===== src/rtl/image_scale_ctrl.sv =====
// image_scale_ctrl: zoom command decode, frame-synchronous zoom commit,
// output pixel counters and mapped source-RAM read address for the scaler.
// Optional feature macro: SCALE_CMD_STEP_EN. When it is defined, opcodes 0x3/0x4
// step the zoom-in level with saturation. When it is undefined, those opcodes are ignored.
module image_scale_ctrl #(
    parameter int COL_PIXEL = 960,
    parameter int ROW_PIXEL = 540,
    parameter int ADDR_W    = 20
) (
    input  logic              clk,
    input  logic              rst,
    input  logic [7:0]        command_in,
    input  logic              cmd_valid,
    input  logic              frame_start,
    input  logic              pix_valid,
    output logic [1:0]        zoom_in,
    output logic [1:0]        zoom_out,
    output logic              cfg_pending,
    output logic [ADDR_W-1:0] rd_addr,
    output logic              rd_valid
);

    typedef enum logic [1:0] {
        IDLE    = 2'd0,
        PENDING = 2'd1,
        APPLY   = 2'd2
    } state_t;

    state_t      state_r;
    logic [1:0]  sh_in_r;
    logic [1:0]  sh_out_r;
    logic [1:0]  commit_in_r;
    logic [1:0]  commit_out_r;
    logic [1:0]  nxt_sh_in_s;
    logic [1:0]  nxt_sh_out_s;
    logic        shadow_diff_s;
    logic        commit_diff_s;
    logic [10:0] hcnt_r;
    logic [9:0]  vcnt_r;
    logic [13:0] offx_s;
    logic [13:0] offy_s;
    logic [13:0] zx_s;
    logic [13:0] zy_s;
    logic [13:0] lim_x_s;
    logic [13:0] lim_y_s;
    logic [27:0] addr_full_s;
    logic        valid_s;

`ifdef SCALE_CMD_STEP_EN
    function automatic logic [1:0] sat_inc(input logic [1:0] v);
        return (v == 2'd3) ? 2'd3 : v + 2'd1;
    endfunction

    function automatic logic [1:0] sat_dec(input logic [1:0] v);
        return (v == 2'd0) ? 2'd0 : v - 2'd1;
    endfunction
`endif

    // Centering offset so a zoom-in window of size dim/n sits in the middle.
    function automatic logic [13:0] center_off(input int dim, input logic [1:0] zi);
        case (zi)
            2'd0:    return 14'd0;
            2'd1:    return 14'((dim * 1) / 2);
            2'd2:    return 14'((dim * 3) / 2);
            2'd3:    return 14'((dim * 7) / 2);
            default: return 14'd0;
        endcase
    endfunction

    // Next shadow setting after decoding the command of this cycle.
    always_comb begin
        nxt_sh_in_s  = sh_in_r;
        nxt_sh_out_s = sh_out_r;
        if (cmd_valid) begin
            case (command_in[7:4])
                4'h1: nxt_sh_in_s  = command_in[1:0];
                4'h2: nxt_sh_out_s = command_in[1:0];
`ifdef SCALE_CMD_STEP_EN
                4'h3: nxt_sh_in_s  = sat_inc(sh_in_r);
                4'h4: nxt_sh_in_s  = sat_dec(sh_in_r);
`endif
                4'hF: begin
                    nxt_sh_in_s  = 2'd0;
                    nxt_sh_out_s = 2'd0;
                end
                default: begin
                    nxt_sh_in_s  = sh_in_r;
                    nxt_sh_out_s = sh_out_r;
                end
            endcase
        end else begin
            nxt_sh_in_s  = sh_in_r;
            nxt_sh_out_s = sh_out_r;
        end
        shadow_diff_s = ({nxt_sh_in_s, nxt_sh_out_s} != {zoom_in, zoom_out});
        commit_diff_s = ({nxt_sh_in_s, nxt_sh_out_s} != {commit_in_r, commit_out_r});
    end

    // Shadow registers and commit FSM. The commit value is captured at frame_start
    // so a command that arrives in the same cycle waits for the next frame.
    always_ff @(posedge clk) begin
        if (!rst) begin
            state_r      <= IDLE;
            sh_in_r      <= 2'd0;
            sh_out_r     <= 2'd0;
            commit_in_r  <= 2'd0;
            commit_out_r <= 2'd0;
            zoom_in      <= 2'd0;
            zoom_out     <= 2'd0;
            cfg_pending  <= 1'b0;
        end else begin
            sh_in_r  <= nxt_sh_in_s;
            sh_out_r <= nxt_sh_out_s;
            case (state_r)
                IDLE: begin
                    if (shadow_diff_s) begin
                        state_r     <= PENDING;
                        cfg_pending <= 1'b1;
                    end else begin
                        state_r     <= IDLE;
                        cfg_pending <= 1'b0;
                    end
                end
                PENDING: begin
                    if (frame_start) begin
                        commit_in_r  <= sh_in_r;
                        commit_out_r <= sh_out_r;
                        state_r      <= APPLY;
                        cfg_pending  <= 1'b0;
                    end else if (!shadow_diff_s) begin
                        state_r     <= IDLE;
                        cfg_pending <= 1'b0;
                    end else begin
                        state_r     <= PENDING;
                        cfg_pending <= 1'b1;
                    end
                end
                APPLY: begin
                    zoom_in  <= commit_in_r;
                    zoom_out <= commit_out_r;
                    if (commit_diff_s) begin
                        state_r     <= PENDING;
                        cfg_pending <= 1'b1;
                    end else begin
                        state_r     <= IDLE;
                        cfg_pending <= 1'b0;
                    end
                end
                default: begin
                    state_r     <= IDLE;
                    cfg_pending <= 1'b0;
                end
            endcase
        end
    end

    // Output pixel position counters; frame_start restarts the frame.
    always_ff @(posedge clk) begin
        if (!rst) begin
            hcnt_r <= 11'd0;
            vcnt_r <= 10'd0;
        end else if (frame_start) begin
            hcnt_r <= 11'd0;
            vcnt_r <= 10'd0;
        end else if (pix_valid) begin
            if (hcnt_r == 11'(COL_PIXEL - 1)) begin
                hcnt_r <= 11'd0;
                vcnt_r <= (vcnt_r == 10'(ROW_PIXEL - 1)) ? 10'd0 : vcnt_r + 10'd1;
            end else begin
                hcnt_r <= hcnt_r + 11'd1;
                vcnt_r <= vcnt_r;
            end
        end else begin
            hcnt_r <= hcnt_r;
            vcnt_r <= vcnt_r;
        end
    end

    // Map the output position to a source address using the active zoom.
    always_comb begin
        offx_s      = center_off(COL_PIXEL, zoom_in);
        offy_s      = center_off(ROW_PIXEL, zoom_in);
        zx_s        = (({3'd0, hcnt_r} + offx_s) >> zoom_in) << zoom_out;
        zy_s        = (({4'd0, vcnt_r} + offy_s) >> zoom_in) << zoom_out;
        addr_full_s = 28'(zy_s) * 28'(COL_PIXEL) + 28'(zx_s);
        lim_x_s     = 14'(COL_PIXEL) >> zoom_out;
        lim_y_s     = 14'(ROW_PIXEL) >> zoom_out;
        valid_s     = ({3'd0, hcnt_r} < lim_x_s) && ({4'd0, vcnt_r} < lim_y_s);
    end

    // Register the read address and its display qualifier.
    always_ff @(posedge clk) begin
        if (!rst) begin
            rd_addr  <= {ADDR_W{1'b0}};
            rd_valid <= 1'b0;
        end else begin
            rd_addr  <= addr_full_s[ADDR_W-1:0];
            rd_valid <= valid_s;
        end
    end

endmodule


===== config.mk =====
export PLATFORM = sky130hd
export DESIGN_NAME = image_scale_ctrl
export DESIGN_NICKNAME = d
export VERILOG_FILES = /design/src/rtl/image_scale_ctrl.sv
export SDC_FILE = /design/constraint.sdc
export NUM_CORES = 1
export LEC_CHECK = 0
export CORE_UTILIZATION = 25
export CTS_CLUSTER_SIZE = 30
export DETAILED_ROUTE_END_ITERATION = 8
export SLEW_MARGIN = 15
export SYNTH_ARGS = -nofsm -noshare
export SYNTH_HDL_FRONTEND = slang
export SYNTH_SLANG_ARGS = --single-unit
export TNS_END_PERCENT = 30

===== constraint.sdc =====
create_clock -name clk -period 18.58 [get_ports clk]
set_clock_uncertainty 0.1 [all_clocks]
set_input_delay 2.787 -clock clk [delete_from_list [all_inputs] [get_ports clk]]
set_output_delay 2.787 -clock clk [all_outputs]
set_load 0.05 [all_outputs]

After elaboration in Yosys (flattened, before gate mapping)
Cells that the tools add are included.
{"block": "classes", "order_cmp": 2, "reduce_logical": 6, "bitwise_logic": 1, "multipliers": 1, "mux": 16, "n_eq_ne": 12, "add_sub_neg": 5, "shifts": 6}
{"operator": "case mux 14 bit (4 select lines)", "n": 2}
{"operator": "left shift 14 x 2 -> 14 bit", "n": 2}
{"operator": "right shift 10 x 2 -> 14 bit (first input constant)", "n": 2}
{"operator": "right shift 14 x 2 -> 14 bit", "n": 2}
{"operator": "adder 20 x 14 -> 20 bit", "n": 1}
{"operator": "adder 10 x 14 -> 14 bit", "n": 1}
{"operator": "adder 11 x 14 -> 14 bit", "n": 1}
{"operator": "< comparator 10 x 14 -> 1 bit", "n": 1}
{"operator": "< comparator 11 x 14 -> 1 bit", "n": 1}
{"operator": "multiplier 14 x 4 -> 14 bit (second input constant)", "n": 1}
{"operator": "adder 11 x 1 -> 11 bit (second input constant)", "n": 1}
{"operator": "== test 11 x 10 -> 1 bit (second input constant)", "n": 1}
{"operator": "two-way mux 11 bit", "n": 1}
{"operator": "adder 10 x 1 -> 10 bit (second input constant)", "n": 1}
{"operator": "== test 10 bit (second input constant)", "n": 1}
{"operator": "two-way mux 10 bit", "n": 1}
{"operator": "inequality test 4 bit", "n": 2}
{"operator": "case mux 2 bit (2 select lines)", "n": 2}
{"operator": "== test 2 bit (second input constant)", "n": 3}
{"operator": "two-way mux 2 bit", "n": 3}
{"operator": "case mux 2 bit (3 select lines)", "n": 1}
{"operator": "two-way mux 1 bit", "n": 5}
{"operator": "== test 2 x 1 -> 1 bit (second input constant)", "n": 2}
{"operator": "== test 4 x 1 -> 1 bit (second input constant)", "n": 1}
{"operator": "other kinds (8)", "n": 10}
{"block": "word_totals", "regBits": 57, "out_inout_bits": 26}

Depth between registers and ports, before layout
Gate-level depths: netlist of the first run.
{"block": "logic_depth", "ltp_word": 7, "mapped_depth": 35, "mapped_depth_nobuf": 31}

Worst setup path before layout of the first run
Ideal clock, no wire load.
{"block": "synth_timing", "path_type": "flip-flop to flip-flop", "start": "register zoom_in[0]", "end": "register rd_addr[19]", "path_buffers": 3, "period_less_slack_ns": 7.054, "arrival_ns": 6.883, "required_ns": 18.408, "setup_ns": 0.072, "path_stages_with_launch": 32, "slack_ns": 11.526, "cell_sequence": "dfxtp_1 clkbuf_8 inv_1 buf_2 buf_1 ha_1 inv_1 ha_1 nand2b_1 a211oi_1 nor2_1 xnor2_1 o21ai_0 a21oi_1 mux2_2 a21oi_1 inv_1 fa_1 inv_1 fa_1 inv_1 ha_1 nor2b_1 o21ai_0 a21oi_1 o41ai_1 and3_1 o21a_1 nor4bb_1 xnor2_1 xnor2_1 mux2i_1"}
{"block": "synth_between", "elab_chain_len": 7}
{"item": "start, declared", "line_no": "16", "source": "output logic [1:0] zoom_in,"}
{"item": "start signal, assigned", "line_no": "139", "source": "zoom_in <= commit_in_r;"}
{"item": "== test 2 bit (tied with other cells)", "line_no": "61", "source": "case (zi)"}
{"item": "case mux 14 bit (4 select lines)", "line_no": "61"}
{"item": "adder 10 x 14 -> 14 bit", "line_no": "184", "source": "zy_s = (({4'd0, vcnt_r} + offy_s) >> zoom_in) << zoom_out;"}
{"item": "right shift 14 x 2 -> 14 bit", "line_no": "184"}
{"item": "left shift 14 x 2 -> 14 bit", "line_no": "184"}
{"item": "multiplier 14 x 4 -> 14 bit", "line_no": "185", "source": "addr_full_s = 28'(zy_s) * 28'(COL_PIXEL) + 28'(zx_s);"}
{"item": "adder 20 x 14 -> 20 bit (*)", "line_no": "185"}
{"item": "end signal, assigned", "line_no": "194", "source": "rd_addr <= {ADDR_W{1'b0}};"}
{"item": "end signal, assigned", "line_no": "197", "source": "rd_addr <= addr_full_s[ADDR_W-1:0];"}
{"item": "end, declared", "line_no": "19", "source": "output logic [ADDR_W-1:0] rd_addr,"}
Mark *: on every way between the ends. The rest lies on a longest branch, timed or not. The select of a mux whose other input is x is not followed.
A chain may end at the register's enable or synchronous reset.

Worst setup path after layout of the first run
{"block": "layout_timing", "start": "register zoom_in[1]", "end": "register rd_addr[19]"}
Same word-level chain as after synthesis.

==> flow_metrics.tcl, run 1 <==
set metrics [dict create \
    ys_ff_latch 56 \
    n_antenna_cell 0 \
    cts_max_level 2 \
    ir_drop_mv 0.0360 \
    first_iter_violations 226 \
    synth.cell_area_um2 6090 \
    timing_worst_setup_path_type "register to register" \
    core_area_um2 23700 \
    p_sw_share_pct 24.9 \
    synthesis.nets 825 \
    slew_violations 0 \
    yosys.area.top_type "dfxtp_1" \
    syn-instance-count 742 \
    syn-mean-instance-area_um2 8.20 \
    ioPinCount 39 \
    cts.clk_slew.worst_paths_ps 90 \
    final_common_cell "nor2_1" \
    dieArea_um2 25000 \
    yosysSeqAreaShare_pct 18.4 \
    wire_per_inst_um 12.7 \
    setup_violations 0 \
    viasPerCell 4.78 \
    period_share_pct 43.2 \
    power_switching_uw 58.2 \
    rows 56 \
    netlist.area_leader.share_pct 18.4 \
    initial_utilization_pct 25.7 \
    grt_pass1_wl_um 23100 \
    seq_power_share_pct 51.7 \
    overflow 0 \
    gp_congestion 0.822 \
    cts-root-buf "clkbuf_16" \
    cts_tree "done" \
    layout-drive-gt1-share_pct 6.34 \
    vias 5145 \
    min_period_ps 8020 \
    die_y_um 158 \
    post-place-ws_ps 10560 \
    synthFlopType "dfxtp_1" \
    hold_viol_final 0 \
    rsz0062_at_grt "false" \
    grt_pass1_vias 4794 \
    final_cell_mix "90 x nor2_1, 56 x ha_1, 56 x dfxtp_1, 55 x inv_1, 51 x nand2_1" \
    start_kind "register" \
    postCtsHoldBufs 0 \
    power-per-cell-area_nw_per_um2 34.3 \
    cts_setup_buffers 0 \
    fmaxAchievable_mhz 125 \
    final_area_um2 6810 \
    grt_max_degree 42 \
    maxCapViolCount 0 \
    multi_input_area_um2 4520 \
    total_power_uw 234 \
    clk_path_buf_depth 2 \
    synth_cell_types 79 \
    crit_path_max_fanout 41 \
    fillers 2560 \
    totalWireLength_um 13700 \
    tightest_slew_ps 731 \
    synth_edf_count 0 \
    dp_hpwl_um 10300 \
    drc_errors 0 \
    io_buffers 36 \
    area_delta_synth_final_pct 11.9 \
    internal-power_uw 176 \
    async_flop_share_pct 0 \
    p_leak_uw 0.00285 \
    end_kind "register" \
    cp.required_ps 18720 \
    ys_warn_count 0 \
    first_pass_iters 4 \
    cts_buffers 5 \
    grt_antenna_before_repair 0 \
    clockPowerShare_pct 43.5 \
    setup_tns_ps 0 \
    arrival_ps 8160 \
    track_usage_pct 11.2 \
    setup_slack_ps 10560 \
    chipWidth_um 158 \
    ff_latch_area_um2 1120 \
    synth.area.top_cells "dfxtp_1 18%, ha_1 12%, nor2_1 5.5%" \
    slew_headroom_pct 50.6 \
    worst_hold_path_type "register to register" \
    dpl_cell_area_um2 6670 \
    clk_latency_ps 310 \
    holdPathStages 2 \
    clock_sinks 56 \
    nNetsFinal 839 \
    status "finished, final reports clean" \
    power_frac_comb_pct 4.7 \
    final_antenna_net_count 0 \
    cts_resized 0 \
    ff2ff_path_depth 27 \
]
cell usage after synthesis (8+ instances only):
master    number
mux4_2         8
ha_1          56
o21ai_0       25
nor2b_1       18
and3_1        11
clkbuf_1      16
nand2b_1      11
nor2_1        90
mux2i_1       33
a211oi_1      11
nand4_1       11
fa_1          14
a21o_1         9
xor2_1        30
a21oi_1       39
inv_1         55
nand2_1       51
nor3_1        15
xnor2_1       37
dfxtp_1       56
nand3_1       15
mux2_2         8
final cells by class:
cell class / count / area share, %
Multi-Input combinational cell: 593 / 66.4
Sequential cell: 56 / 16.5
Timing Repair Buffer: 42 / 5.95
Tap cell: 319 / 5.86
Inverter: 58 / 3.20
Clock buffer: 5 / 1.84
Clock inverter: 3 / 0.312
stage by stage:
| stage | hold slack [ps] | utilization, % | cells |
|---|---|---|---|
| floorplan | 361 | - | 742 |
| global placement | 382 | 28.1 | 1068 |
| detailed placement | 399 | 28.1 | 1068 |
| CTS | 417 | 28.8 | 1076 |
| global route | 464 | 28.8 | 1076 |
| finish | 410 | 28.8 | 1076 |
per-layer routing:
| layer | up-vias | routed length, um | global-route usage, % |
|---|---|---|---|
| met5 | - | 0 | 0 |
| met4 | 0 | 108 | 2.11 |
| met3 | 9 | 401 | 1.59 |
| met2 | 52 | 6300 | 19.4 |
| met1 | 2428 | 6840 | 14.8 |
| li1 | 2656 | - | - |
power groups by stage:
stage	sequential, uW	clock, uW	combinational (uW)
finish	121	102	11.1
CTS	121	105	11.2
global placement	124	0	11.1
detailed placement	124	0	11.2
floorplan	125	0	4.72
global route	121	109	12.1
critical path, stage by stage (launching register included):
cell and delay, ps:
dfxtp_1 310, buf_4 410, clkinv_1 430, ha_1 660, nor2_1 180, a211oi_1 360, nor2_1 120, xnor2_1 130
o21ai_0 280, a21oi_1 140, mux2_2 310, a21oi_1 220, inv_1 150, fa_1 550, inv_1 50, fa_1 490
inv_1 40, ha_1 320, nor2b_1 140, o21ai_0 220, a21oi_1 130, o41ai_1 680, and3_1 280, o21a_1 170
nor4bb_1 460, xnor2_1 160, xnor2_1 200, mux2i_1 220
kinds of logic after synthesis:
kind of cell    Yosys count  synth area share [%]
fa+ha+maj                72                  16.4
simple gates            251                  20.0
mux                      51                  10.6
compound gates          152                  17.6
flops                    56                  18.4
xor+xnor                 67                  9.64
buf+inv                  93                  7.28
flip-flops by register name (all words and copies together), names as in the netlist:
| name | count |
|---|---|
| commit_in_r | 2 |
| zoom_out | 2 |
| rd_addr | 20 |
| rd_valid | 1 |
| zoom_in | 2 |
| vcnt_r | 10 |
| state_r | 2 |
| sh_in_r | 2 |
| commit_out_r | 2 |
| hcnt_r | 11 |
| sh_out_r | 2 |
path summary, 6_finish.rpt:
kind / startpoint / end / slack [ps]
max: zoom_in[1]$_SDFFE_PN0P_ / rd_addr[19]$_SDFF_PN0_ / 10560
min: sh_in_r[1]$_SDFF_PN0_ / commit_in_r[1]$_SDFFE_PN0P_ / 410
max reg2reg: zoom_in[1]$_SDFFE_PN0P_ / rd_addr[19]$_SDFF_PN0_ / 10560
min reg2reg: sh_in_r[1]$_SDFF_PN0_ / commit_in_r[1]$_SDFFE_PN0P_ / 410
Power figures use the tool's default switching activity.
==> run 2: changes to the inputs <==
- clock period: 18.58 -> 7.4 ns (I/O delays scaled with it)
==> flow_metrics.tcl, run 2 (synthesis results as in run 1) <==
set metrics [dict create \
    clk_path_buf_depth 2 \
    gp_congestion 0.784 \
    largest_reg_flops 20 \
    slew_headroom_pct 51.0 \
    power-per-cell-area_nw_per_um2 88.6 \
    reg2reg_to "rd_addr[19]$_SDFF_PN0_" \
    cts_buffers 5 \
    dp.cells 1075 \
    die_y_um 158 \
    clock_sinks 56 \
    min-delay-start "sh_out_r[0]$_SDFF_PN0_" \
    initial_utilization_pct 25.7 \
    rows 56 \
    period_share_pct 91.8 \
    ir_drop_mv 0.0929 \
    cts-root-buf "clkbuf_16" \
    cts_setup_buffers 0 \
    cts.clk_slew.worst_paths_ps 80 \
    fmaxAchievable_mhz 147 \
    cts_tree "done" \
    maxCapViolCount 0 \
    track_usage_pct 11.2 \
    io_buffers 36 \
    end_kind "register" \
    ff2ff_path_depth 27 \
    grt_pass1_wl_um 23100 \
    totalWireLength_um 13600 \
    p_leak_uw 0.00289 \
    cts_resized 0 \
    top_usage_layer "met2" \
    ioPinCount 39 \
    first_iter_violations 201 \
    vias 5183 \
    nNetsFinal 846 \
    hold_path_end "commit_out_r[0]$_SDFFE_PN0P_" \
    use_met1_pct 14.5 \
    overflow 0 \
    start_kind "register" \
    rsz0062_at_grt "false" \
    n_antenna_cell 0 \
    dp_hpwl_um 10500 \
    grt_use_met3_pct 0.903 \
    min_period_ps 6790 \
    grt_antenna_before_repair 0 \
    setup_violations 0 \
    cts_max_level 2 \
    arrival_ps 6930 \
    tightest_slew_ps 734 \
    holdPathStages 2 \
    timing_worst_setup_path_type "register to register" \
    top_regs "rd_addr: 20 flops, hcnt_r: 11 flops, vcnt_r: 10 flops" \
    layout-drive-gt1-share_pct 7.46 \
    crit_path_max_fanout 11 \
    r2r_slack_ps 610 \
    slew_violations 0 \
    chipWidth_um 158 \
    status "finished, final reports clean" \
    core_area_um2 23700 \
    final_cell_mix "90 x nor2_1, 56 x dfxtp_1, 55 x inv_1, 55 x ha_1, 51 x nand2_1" \
    wire_per_inst_um 12.6 \
    hold_viol_final 0 \
    grt_max_degree 41 \
    reg2reg_from "zoom_in[1]$_SDFFE_PN0P_" \
    viasPerCell 4.79 \
    dieArea_um2 25000 \
    met2_usage_pct 20.2 \
    final_antenna_net_count 0 \
    postCtsHoldBufs 0 \
    area_delta_synth_final_pct 13.5 \
    final_common_cell "nor2_1" \
    first_pass_iters 4 \
    drc_errors 0 \
    setup_tns_ps 0 \
    clk_latency_ps 300 \
    cp.required_ps 7540 \
    final_cells 1083 \
    largest_register "rd_addr" \
    worst_hold_path_type "register to register" \
    grt_pass1_vias 4915 \
]
==> run 2: worst max-delay path, cell delays in order (launching register included) <==
cell and delay, ps:
dfxtp_1 350, clkinv_1 210, ha_2 570, nor2_1 160, a211oi_1 340, nor2_1 120, xnor2_1 140, o21ai_1 210
a21oi_1 120, mux2_2 300, a21oi_1 210, inv_1 150, fa_1 550, inv_1 50, fa_1 490, inv_1 40
ha_1 320, nor2b_1 140, o21ai_0 220, a21oi_1 140, o41ai_1 370, buf_4 190, and3_1 170, o21a_1 180
nor4bb_2 360, xnor2_1 170, xnor2_1 160, mux2i_1 190
==> run 2: cell type report <==
class | instances | area, um^2
repair buffers | 49 | 458
inverters | 58 | 218
fillers | 2570 | 16800
flip-flops and latches | 56 | 1120
well taps | 319 | 399
multi-input cells | 593 | 4550
clock inverters | 2 | 38.8
clock buffers | 6 | 129
==> run 2: metal layers <==
metal | part of all wire [%] | routed length [um]
met5 | 0 | 0
met4 | 0.78 | 106
met3 | 1.9 | 256
met2 | 47 | 6350
met1 | 51 | 6890
==> run 2: worst max-delay path by stage <==
| stage | endpoint | slack (ps) | start |
|---|---|---|---|
| 2_1_floorplan | rd_addr[19]$_SDFF_PN0_ | 350 | zoom_in[0]$_SDFFE_PN0P_ |
| 6_report | rd_addr[19]$_SDFF_PN0_ | 610 | zoom_in[1]$_SDFFE_PN0P_ |
| 4_1_cts | rd_addr[19]$_SDFF_PN0_ | 290 | zoom_in[1]$_SDFFE_PN0P_ |
| 3_3_place_gp | rd_addr[19]$_SDFF_PN0_ | 370 | zoom_in[1]$_SDFFE_PN0P_ |
| 3_5_place_dp | rd_addr[19]$_SDFF_PN0_ | 350 | zoom_in[1]$_SDFFE_PN0P_ |
| 5_1_grt | rd_addr[19]$_SDFF_PN0_ | 30 | zoom_in[1]$_SDFFE_PN0P_ |
==> run 2: where the power goes <==
| group | switching, uW | internal (uW) | total, uW |
|---|---|---|---|
| registers | 1.03 | 302 | 303 |
| logic | 16.5 | 11.4 | 27.9 |
| clock network | 119 | 162 | 281 |
==> run 2: through the flow <==
stage	power, uW	setup WS, ps	hold slack [ps]	utilization, %	instance area (um^2)
floorplan	325	346	361	-	6090
global placement	339	366	381	28.4	6720
detailed placement	339	345	396	28.4	6720
CTS	620	292	412	29.1	6890
global route	631	30.2	443	29.2	6910
finish	612	606	409	29.2	6910
